**src/rtl/pipe_quot_recover.sv**
```systemverilog
// -----------------------------------------------------------------------------
// pipe_quot_recover
//
// Recovers the pre-multiply term of the sum-multiply pipeline by dividing the
// pipeline result F by its multiplier operand D (both unsigned, N bits).
// The divider is iterative and restoring. It produces one quotient bit per
// clock and uses a start/busy/done handshake.
//
// Timing:
//   - A start accepted in IDLE at edge k, with D != 0, produces done after
//     edge k+N.
//   - With D == 0 the result is produced at edge k and the block stays IDLE.
//   - A start seen during the done cycle is accepted. A start seen while busy
//     is dropped.
//
// Ports:
//   clk      rising-edge clock
//   rst_n    asynchronous active-low reset
//   start    request a division; sampled only when idle (busy = 0)
//   F [N]    dividend (pipeline result)
//   D [N]    divisor (pipeline D operand)
//   Q [N]    quotient floor(F/D), held until the next done
//   R [N]    remainder F mod D, held until the next done
//   exact    R == 0 for the current result (0 flags an inconsistent F/D pair)
//   busy     division in progress
//   done     one-cycle pulse; Q/R/exact/div_err valid
//   div_err  current result came from D == 0 (Q = all ones, R = F)
// -----------------------------------------------------------------------------
module pipe_quot_recover #(
  parameter int N = 10
) (
  input  logic         clk,
  input  logic         rst_n,
  input  logic         start,
  input  logic [N-1:0] F,
  input  logic [N-1:0] D,
  output logic [N-1:0] Q,
  output logic [N-1:0] R,
  output logic         exact,
  output logic         busy,
  output logic         done,
  output logic         div_err
);

  localparam int CW = $clog2(N + 1);

  typedef enum logic {
    S_IDLE = 1'b0,
    S_CALC = 1'b1
  } state_t;

  state_t r_state;
  state_t w_state_nxt;

  // Working registers.
  // The low bits of r_dividend are refilled with quotient bits as the
  // dividend bits are shifted out of the top.
  logic [N-1:0]  r_dividend;
  logic [N-1:0]  r_divisor;
  logic [N:0]    r_rem;
  logic [CW-1:0] r_count;

  // Registered results and handshake.
  logic [N-1:0]  r_q;
  logic [N-1:0]  r_r;
  logic          r_exact;
  logic          r_busy;
  logic          r_done;
  logic          r_div_err;

  // Next-state values for the registers above.
  logic [N-1:0]  w_dividend_nxt;
  logic [N-1:0]  w_divisor_nxt;
  logic [N:0]    w_rem_reg_nxt;
  logic [CW-1:0] w_count_nxt;
  logic [N-1:0]  w_q_nxt;
  logic [N-1:0]  w_r_nxt;
  logic          w_exact_nxt;
  logic          w_busy_nxt;
  logic          w_done_nxt;
  logic          w_div_err_nxt;

  // One restoring step.
  logic          w_d_zero;
  logic [N+1:0]  w_shift;
  logic [N:0]    w_trial;
  logic          w_qbit;
  logic [N:0]    w_rem_step;
  logic [N-1:0]  w_quot_step;
  logic          w_last;

  assign w_d_zero = (D == '0);

  // The partial remainder is always below the divisor, so after the shift it
  // fits in N+1 bits. The top bit of w_shift only keeps the compare honest.
  assign w_shift     = {r_rem, r_dividend[N-1]};
  assign w_qbit      = (w_shift >= {2'b00, r_divisor});
  assign w_trial     = w_shift[N:0] - {1'b0, r_divisor};
  assign w_rem_step  = w_qbit ? w_trial : w_shift[N:0];
  assign w_quot_step = {r_dividend[N-2:0], w_qbit};
  assign w_last      = (r_count == CW'(1));

  // ---------------------------------------------------------------------------
  // State register
  // ---------------------------------------------------------------------------
  always_ff @(posedge clk or negedge rst_n) begin
    // NOTE: clocked state uses non-blocking assignments so that every
    // register samples pre-edge values, regardless of block ordering.
    if (!rst_n) begin
      r_state <= S_IDLE;
    end else begin
      r_state <= w_state_nxt;
    end
  end

  // ---------------------------------------------------------------------------
  // Next-state logic
  // ---------------------------------------------------------------------------
  always_comb begin
    // NOTE: default first, so that no path through the case leaves the
    // signal unassigned. Otherwise a latch would be inferred.
    w_state_nxt = r_state;
    case (r_state)
      S_IDLE: if (start && !w_d_zero) w_state_nxt = S_CALC;
      S_CALC: if (w_last)             w_state_nxt = S_IDLE;
      default:                        w_state_nxt = S_IDLE;
    endcase
  end

  // ---------------------------------------------------------------------------
  // Output / datapath next-value logic
  // ---------------------------------------------------------------------------
  always_comb begin
    w_dividend_nxt = r_dividend;
    w_divisor_nxt  = r_divisor;
    w_rem_reg_nxt  = r_rem;
    w_count_nxt    = r_count;
    w_q_nxt        = r_q;
    w_r_nxt        = r_r;
    w_exact_nxt    = r_exact;
    w_div_err_nxt  = r_div_err;
    w_busy_nxt     = r_busy;
    w_done_nxt     = 1'b0;

    case (r_state)
      S_IDLE: begin
        if (start) begin
          if (w_d_zero) begin
            // Division by zero is answered at once and never enters CALC.
            w_q_nxt       = '1;
            w_r_nxt       = F;
            w_exact_nxt   = 1'b0;
            w_div_err_nxt = 1'b1;
            w_done_nxt    = 1'b1;
          end else begin
            w_dividend_nxt = F;
            w_divisor_nxt  = D;
            w_rem_reg_nxt  = '0;
            w_count_nxt    = CW'(N);
            w_busy_nxt     = 1'b1;
          end
        end
      end

      S_CALC: begin
        w_dividend_nxt = w_quot_step;
        w_rem_reg_nxt  = w_rem_step;
        w_count_nxt    = r_count - CW'(1);
        if (w_last) begin
          w_q_nxt       = w_quot_step;
          w_r_nxt       = w_rem_step[N-1:0];
          w_exact_nxt   = (w_rem_step == '0);
          w_div_err_nxt = 1'b0;
          w_done_nxt    = 1'b1;
          w_busy_nxt    = 1'b0;
        end
      end

      default: begin
        w_busy_nxt = 1'b0;
      end
    endcase
  end

  // ---------------------------------------------------------------------------
  // Datapath and output registers
  // ---------------------------------------------------------------------------
  always_ff @(posedge clk or negedge rst_n) begin
    // NOTE: the working registers are reset as well as the outputs.
    // A mid-CALC reset then leaves no stale operand state to analyse.
    if (!rst_n) begin
      r_dividend <= '0;
      r_divisor  <= '0;
      r_rem      <= '0;
      r_count    <= '0;
      r_q        <= '0;
      r_r        <= '0;
      r_exact    <= 1'b0;
      r_busy     <= 1'b0;
      r_done     <= 1'b0;
      r_div_err  <= 1'b0;
    end else begin
      r_dividend <= w_dividend_nxt;
      r_divisor  <= w_divisor_nxt;
      r_rem      <= w_rem_reg_nxt;
      r_count    <= w_count_nxt;
      r_q        <= w_q_nxt;
      r_r        <= w_r_nxt;
      r_exact    <= w_exact_nxt;
      r_busy     <= w_busy_nxt;
      r_done     <= w_done_nxt;
      r_div_err  <= w_div_err_nxt;
    end
  end

  assign Q       = r_q;
  assign R       = r_r;
  assign exact   = r_exact;
  assign busy    = r_busy;
  assign done    = r_done;
  assign div_err = r_div_err;

endmodule

```
**config.mk**
```make
export PLATFORM = sky130hd
export DESIGN_NAME = pipe_quot_recover
export DESIGN_NICKNAME = d
export VERILOG_FILES = /design/src/rtl/pipe_quot_recover.sv
export SDC_FILE = /design/constraint.sdc
export NUM_CORES = 1
export LEC_CHECK = 0
export ABC_AREA = 1
export CAP_MARGIN = 20
export CORE_UTILIZATION = 55
export CTS_CLUSTER_SIZE = 10
export DETAILED_ROUTE_END_ITERATION = 7
export PLACE_DENSITY = 0.78
export RECOVER_POWER = 50
export SETUP_SLACK_MARGIN = 0.1
export SLEW_MARGIN = 20
export SYNTH_ARGS = -nofsm -noshare
export SYNTH_HDL_FRONTEND = slang
export SYNTH_SLANG_ARGS = --single-unit
```
**constraint.sdc**
```tcl
create_clock -name clk -period 3.5 [get_ports clk]
set_input_delay 0.7 -clock clk [delete_from_list [all_inputs] [get_ports clk]]
set_output_delay 0.7 -clock clk [all_outputs]
set_load 0.05 [all_outputs]
```
==> results.py, run 1 <==
metrics = {
    "worst_setup_path": {
        "path_cells": "dlygate4sd3_1 -> nor4_1 -> nand3_1 -> nand2_1 -> nand2_1 -> inv_1 -> nand2_1 -> o221ai_1",
        "reg2regPathDepth": 14,
        "ff2ff_setup_slack_ns": 1.09,
        "r2r_start": "r_dividend[9]",
        "path_max_fanout": 13,
        "critPathArrivalTime_ns": 2.99,
        "cpMaxStageDelayCell": "dlygate4sd3_1",
        "cp-start-kind": "input port",
        "cp_num_buf_inv": 2,
        "path_common_cell": "nand2_1",
        "critPathMaxStageDelay_ns": 0.56,
        "crit_required_ns": 3.77,
        "crit_family": "simple AND/OR/NAND/NOR gates",
        "regToRegEndpoint": "exact",
        "endpoint_kind": "register",
        "worstSetupPathType": "input port to register",
    },
    "timing": {
        "fin_tns_setup_ns": 0,
        "clock.fmax_mhz": 367,
        "slew_viol_final": 0,
        "rsz0062_at_grt": "false",
        "finalCritPeriodShare_pct": 77.8,
        "fin_ws_ns": 0.777,
        "post-route-min-period_ns": 2.72,
        "finalClockSkew_ns": 0.00916,
        "relSlewSlack_pct": 4.18,
        "setup_viol": 0,
        "hold_viol": 0,
        "tightest_slew_ns": 1.44,
    },
    "synth": {
        "ys_seq_area_share_pct": 46.3,
        "netlist_instances": 407,
        "synth_nets": 443,
        "ys_ff_latch": 60,
        "avgSynthCellArea_sq_um": 7.96,
        "synthesis.area_sq_um": 3240,
        "yosys_warnings": 0,
        "synth.distinct_cells": 33,
    },
    "clocking": {
        "ctsHoldBuffers": 0,
        "cts_resized": 0,
        "clockRootBuffer": "clkbuf_8",
        "cts.sinks": 60,
        "cts_setup_buffers": 0,
        "cts_max_level": 3,
        "clk_latency_ns": 0.35,
        "cts.path.max_buffers": 2,
        "clk_transition_reported_paths_ns": 0.08,
        "cts_tree": "yes",
        "numCtsBuffers": 9,
    },
    "global_route": {
        "grt_max_degree": 61,
        "first_global_vias": 2701,
        "grtUsageTotal_pct": 27.3,
        "antenna_found_initial": 0,
        "grt_overflow": 0,
        "grt_pass1_wl_um": 12800,
    },
    "min_path": {
        "min_path_type": "register to register",
        "min_from": "busy",
        "hold_end": "busy",
        "hold_depth": 2,
    },
    "floorplan": {
        "die_x_um": 78.8,
        "start_util_pct": 57.8,
        "core_area_sq_um": 5610,
        "die_y_um": 78.8,
        "dieArea_sq_um": 6200,
        "rows": 27,
        "io_pins": 47,
    },
    "final_layout": {
        "layout-drive-gt1-share_pct": 8.06,
        "area_growth_pct": 20.8,
        "final_nets": 490,
        "mostFrequentLayoutCell": "nand2_1",
        "final_cell_mix": "nand2_1, dfrtp_1, inv_1",
        "diodes": 0,
        "fillCellCount": 462,
    },
    "drt": {
        "drcViolationCount": 0,
        "top_layer": "met4",
        "firstDrtPassIters": 5,
        "drt-wirelength-per-cell_um": 14.5,
        "wl_met2_um": 3440,
        "drt-met1-wl_um": 3840,
        "postRouteAntennaNets": 0,
        "via_per_inst": 5.34,
        "via_count": 2835,
        "met3_length_um": 326,
        "dr.first_iter.drc_count": 279,
        "routed_wl_um": 7700,
    },
    "flow_run": {
        "maxCapViolCount": 0,
    },
    "placed_design": {
        "pre_cts_ws_ns": 0.628,
        "gp_congestion": 0.968,
        "io_buffers": 46,
        "hpwlAfterDp_um": 5540,
    },
    "outcome": {
        "outcome": "finished, final reports clean",
    },
}
worst min-delay path: cells and delay by family, from the launching register on:
family | cells | cell delay (ns)
flip-flops | 1 | 0.35
AND/OR/NAND/NOR | 2 | 0.11
metal layers:
layer	GRT usage, %	vias to the layer above
met4	9.26	0
met3	5.40	9
met2	39.4	63
met5	0	-
met1	40.8	1347
li1	-	1416
final cells by class:
cell class	count	area [sq um]	area share (%)
clock inverters	7	51.3	1.31
clock buffers	9	124	3.16
inverters	55	206	5.27
multi-input cells	279	1470	37.4
well taps	72	90.1	2.30
repair buffers	49	475	12.1
flip-flops and latches	60	1500	38.4
cell families (layout without fill, tap and decap cells):
group           Yosys count  count (layout)  synth area share [%]
simple gates            199             199                  27.5
buf+inv                  68             120                  8.46
compound gates           64              64                  11.7
flops                    60              60                  46.3
fa+ha+maj                13              13                  5.25
xor+xnor                  3               3                 0.811
metrics by stage:
stage                     area, sq um  hold slack (ns)  util [%]  std cells
final                            3910            0.491      69.8        531
after global routing             3910            0.521      69.8        531
after CTS                        3920            0.492      69.8        531
after detailed placement         3740            0.475      66.7        515
after global placement           3740            0.470      66.7        515
after floorplan                  3240            0.404         -        407
Yosys cell counts (all sizes together):
| cell type | number | share of area, % |
|---|---|---|
| a22oi | 1 | 0.23 |
| nor2 | 38 | 5.0 |
| a31oi | 5 | 0.97 |
| xnor2 | 1 | 0.27 |
| nor4 | 2 | 0.39 |
| o221ai | 8 | 2.2 |
| o22ai | 1 | 0.19 |
| xor2 | 2 | 0.54 |
| dfrtp | 60 | 46 |
| inv | 55 | 6.4 |
| clkbuf | 7 | 0.81 |
| nand4 | 14 | 3.2 |
| fa | 1 | 0.62 |
| ha | 12 | 4.6 |
| buf | 6 | 1.3 |
| nand3 | 19 | 3.4 |
| o211ai | 2 | 0.46 |
| o22a | 2 | 0.58 |
| nand2 | 124 | 15 |
| o21ai | 20 | 3.1 |
| nand3b | 2 | 0.46 |
| a21oi | 25 | 4.0 |
flip-flops by register name, summed over array words and instances (netlist names):
| name | flops |
|---|---|
| Q | 10 |
| r_dividend | 10 |
| r_rem | 11 |
| r_count | 4 |
| R | 10 |
| done | 1 |
| r_state | 1 |
| r_divisor | 10 |
| exact | 1 |
| busy | 1 |
| div_err | 1 |
worst max path at each step:
stage / startpoint / endpoint / cells past startpoint
after floorplan: r_dividend[9] / exact / 16
after global placement: D[5] / r_count[1] / 7
after detailed placement: D[1] / r_dividend[7] / 8
after CTS: D[1] / r_dividend[2] / 8
after global routing: D[1] / r_dividend[7] / 8
final: D[1] / r_dividend[7] / 8
Power of run 1 is not shown: default switching activity piles up to over one toggle a cycle in this logic, so the estimate is an artifact.
==> run 2, diff against run 1 <==
- CORE_UTILIZATION: 55 -> 49
- PLACE_DENSITY: 0.78 -> 0.73
- clock period: 3.5 -> 2.4 ns (I/O delays scaled with it)
==> results.py, run 2 (synthesis results as in run 1) <==
metrics = {
    "timing": {
        "tightest_slew_ns": 1.10,
        "rsz0062_at_grt": "false",
        "finalClockSkew_ns": 0.00777,
        "holdWs_ns": 0.310,
        "post-route-min-period_ns": 2.13,
        "hold_viol": 0,
        "fin_tns_setup_ns": 0,
        "setup_viol": 0,
        "finalCritPeriodShare_pct": 88.6,
        "slew_viol_final": 0,
        "clock.fmax_mhz": 470,
        "relSlewSlack_pct": 27.0,
    },
    "drt": {
        "drt-wirelength-per-cell_um": 15.3,
        "routed_wl_um": 8430,
        "dr.first_iter.drc_count": 300,
        "via_count": 2954,
        "via_per_inst": 5.37,
        "firstDrtPassIters": 5,
        "postRouteAntennaNets": 0,
        "drcViolationCount": 0,
    },
    "floorplan": {
        "start_util_pct": 51.0,
        "core_area_sq_um": 6350,
        "die_y_um": 83.3,
        "die_x_um": 83.3,
        "io_pins": 47,
        "dieArea_sq_um": 6940,
        "rows": 29,
    },
    "final_layout": {
        "largest_register_ffs": 11,
        "fillCellCount": 552,
        "final_cell_mix": "nand2_1, dfrtp_1, inv_1",
        "mostFrequentLayoutCell": "nand2_1",
        "multi_input_area_sq_um": 1500,
        "area_growth_pct": 25.9,
        "final_nets": 504,
        "layout-drive-gt1-share_pct": 10.8,
        "register_area_sq_um": 1500,
        "regMostFlops": "r_rem",
        "diodes": 0,
    },
    "global_route": {
        "grt_max_degree": 22,
        "grt_pass1_wl_um": 14000,
        "first_global_vias": 2877,
        "antenna_found_initial": 0,
        "grtUsageTotal_pct": 25.8,
        "grt_overflow": 0,
    },
    "clocking": {
        "clk_latency_ns": 0.35,
        "clockRootBuffer": "clkbuf_8",
        "cts.path.max_buffers": 2,
        "numCtsBuffers": 9,
        "cts_tree": "yes",
        "ctsHoldBuffers": 0,
        "cts_max_level": 3,
        "clk_transition_reported_paths_ns": 0.07,
        "cts.sinks": 60,
    },
    "worst_setup_path": {
        "cp-start-kind": "input port",
        "worstSetupPathType": "input port to register",
        "endpoint_kind": "register",
        "path_max_fanout": 12,
        "crit_required_ns": 2.65,
        "critPathArrivalTime_ns": 2.38,
    },
    "outcome": {
        "outcome": "finished, final reports clean",
    },
    "placed_design": {
        "gp_congestion": 0.890,
        "hpwlAfterDp_um": 6250,
        "io_buffers": 46,
    },
    "min_path": {
        "min_path_type": "input port to asynchronous set/reset pin",
    },
    "flow_run": {
        "maxCapViolCount": 0,
    },
}
## run 2: cell types whose count changed in the layout (fill, tap and decap cells not counted), moves of 3 or more
cell / delta
buf_4: +9
clkbuf_1: +3
dlygate4sd3_1: -11
clkdlybuf4s50_1: +11
## run 2: layout make-up
| cell class | instances | area share [%] |
|---|---|---|
| clock inverter | 7 | 1.81 |
| clock buffer | 9 | 3.04 |
| multi-input combinational | 280 | 36.8 |
| inverter | 55 | 5.06 |
| timing repair buffer | 62 | 14.1 |
| tap | 77 | 2.36 |
| sequential | 60 | 36.8 |
## run 2: path summary, 6_finish.rpt
kind	startpoint	end	slack (ns)	depth (start not counted)
min	rst_n	done	0.31	1
max	D[4]	r_rem[6]	0.27	7
min reg2reg	busy	busy	0.49	2
min in group clk	busy	busy	0.49	2
max in group asynchronous	rst_n	r_divisor[2]	0.96	2
max reg2reg	r_rem[5]	R[4]	0.28	11
## run 2: per-layer routing
layer | share of wire (%) | track usage (%)
met3 | 4.4 | 4.87
met1 | 45 | 34.0
met2 | 49 | 42.4
met4 | 1.7 | 9.40
met5 | 0 | 0
## run 2: metrics by stage
| step | cell area (sq um) | std cells | worst slack, ns | util [%] |
|---|---|---|---|---|
| after floorplan | 3240 | 407 | 0.410 | - |
| after global placement | 3840 | 531 | 0.149 | 60.5 |
| after detailed placement | 3840 | 531 | 0.107 | 60.5 |
| after CTS | 4040 | 547 | 0.201 | 63.6 |
| after global routing | 4080 | 550 | 0.0918 | 64.2 |
| final | 4080 | 550 | 0.274 | 64.2 |
## run 2: repair_timing
action                     4_1_cts  5_1_grt
buffers inserted                 0        2
setup endpoints to repair        0        2
gates resized for setup          0        6
## run 2: critical path: stages
cell	delay (ns)
dlygate4sd3_1	0.56
nor4_1	0.33
nand3_1	0.18
nand2_1	0.15
nand2_1	0.08
clkbuf_1	0.29
o21ai_0	0.30
Power of run 2 is left out for the same reason.
==> run 3, diff against run 2 <==
- SLEW_MARGIN: 20 -> 25
==> results of run 3 <==
Final layout, timing and power as in run 2 (identical DEF).
Power of run 3 is left out for the same reason.
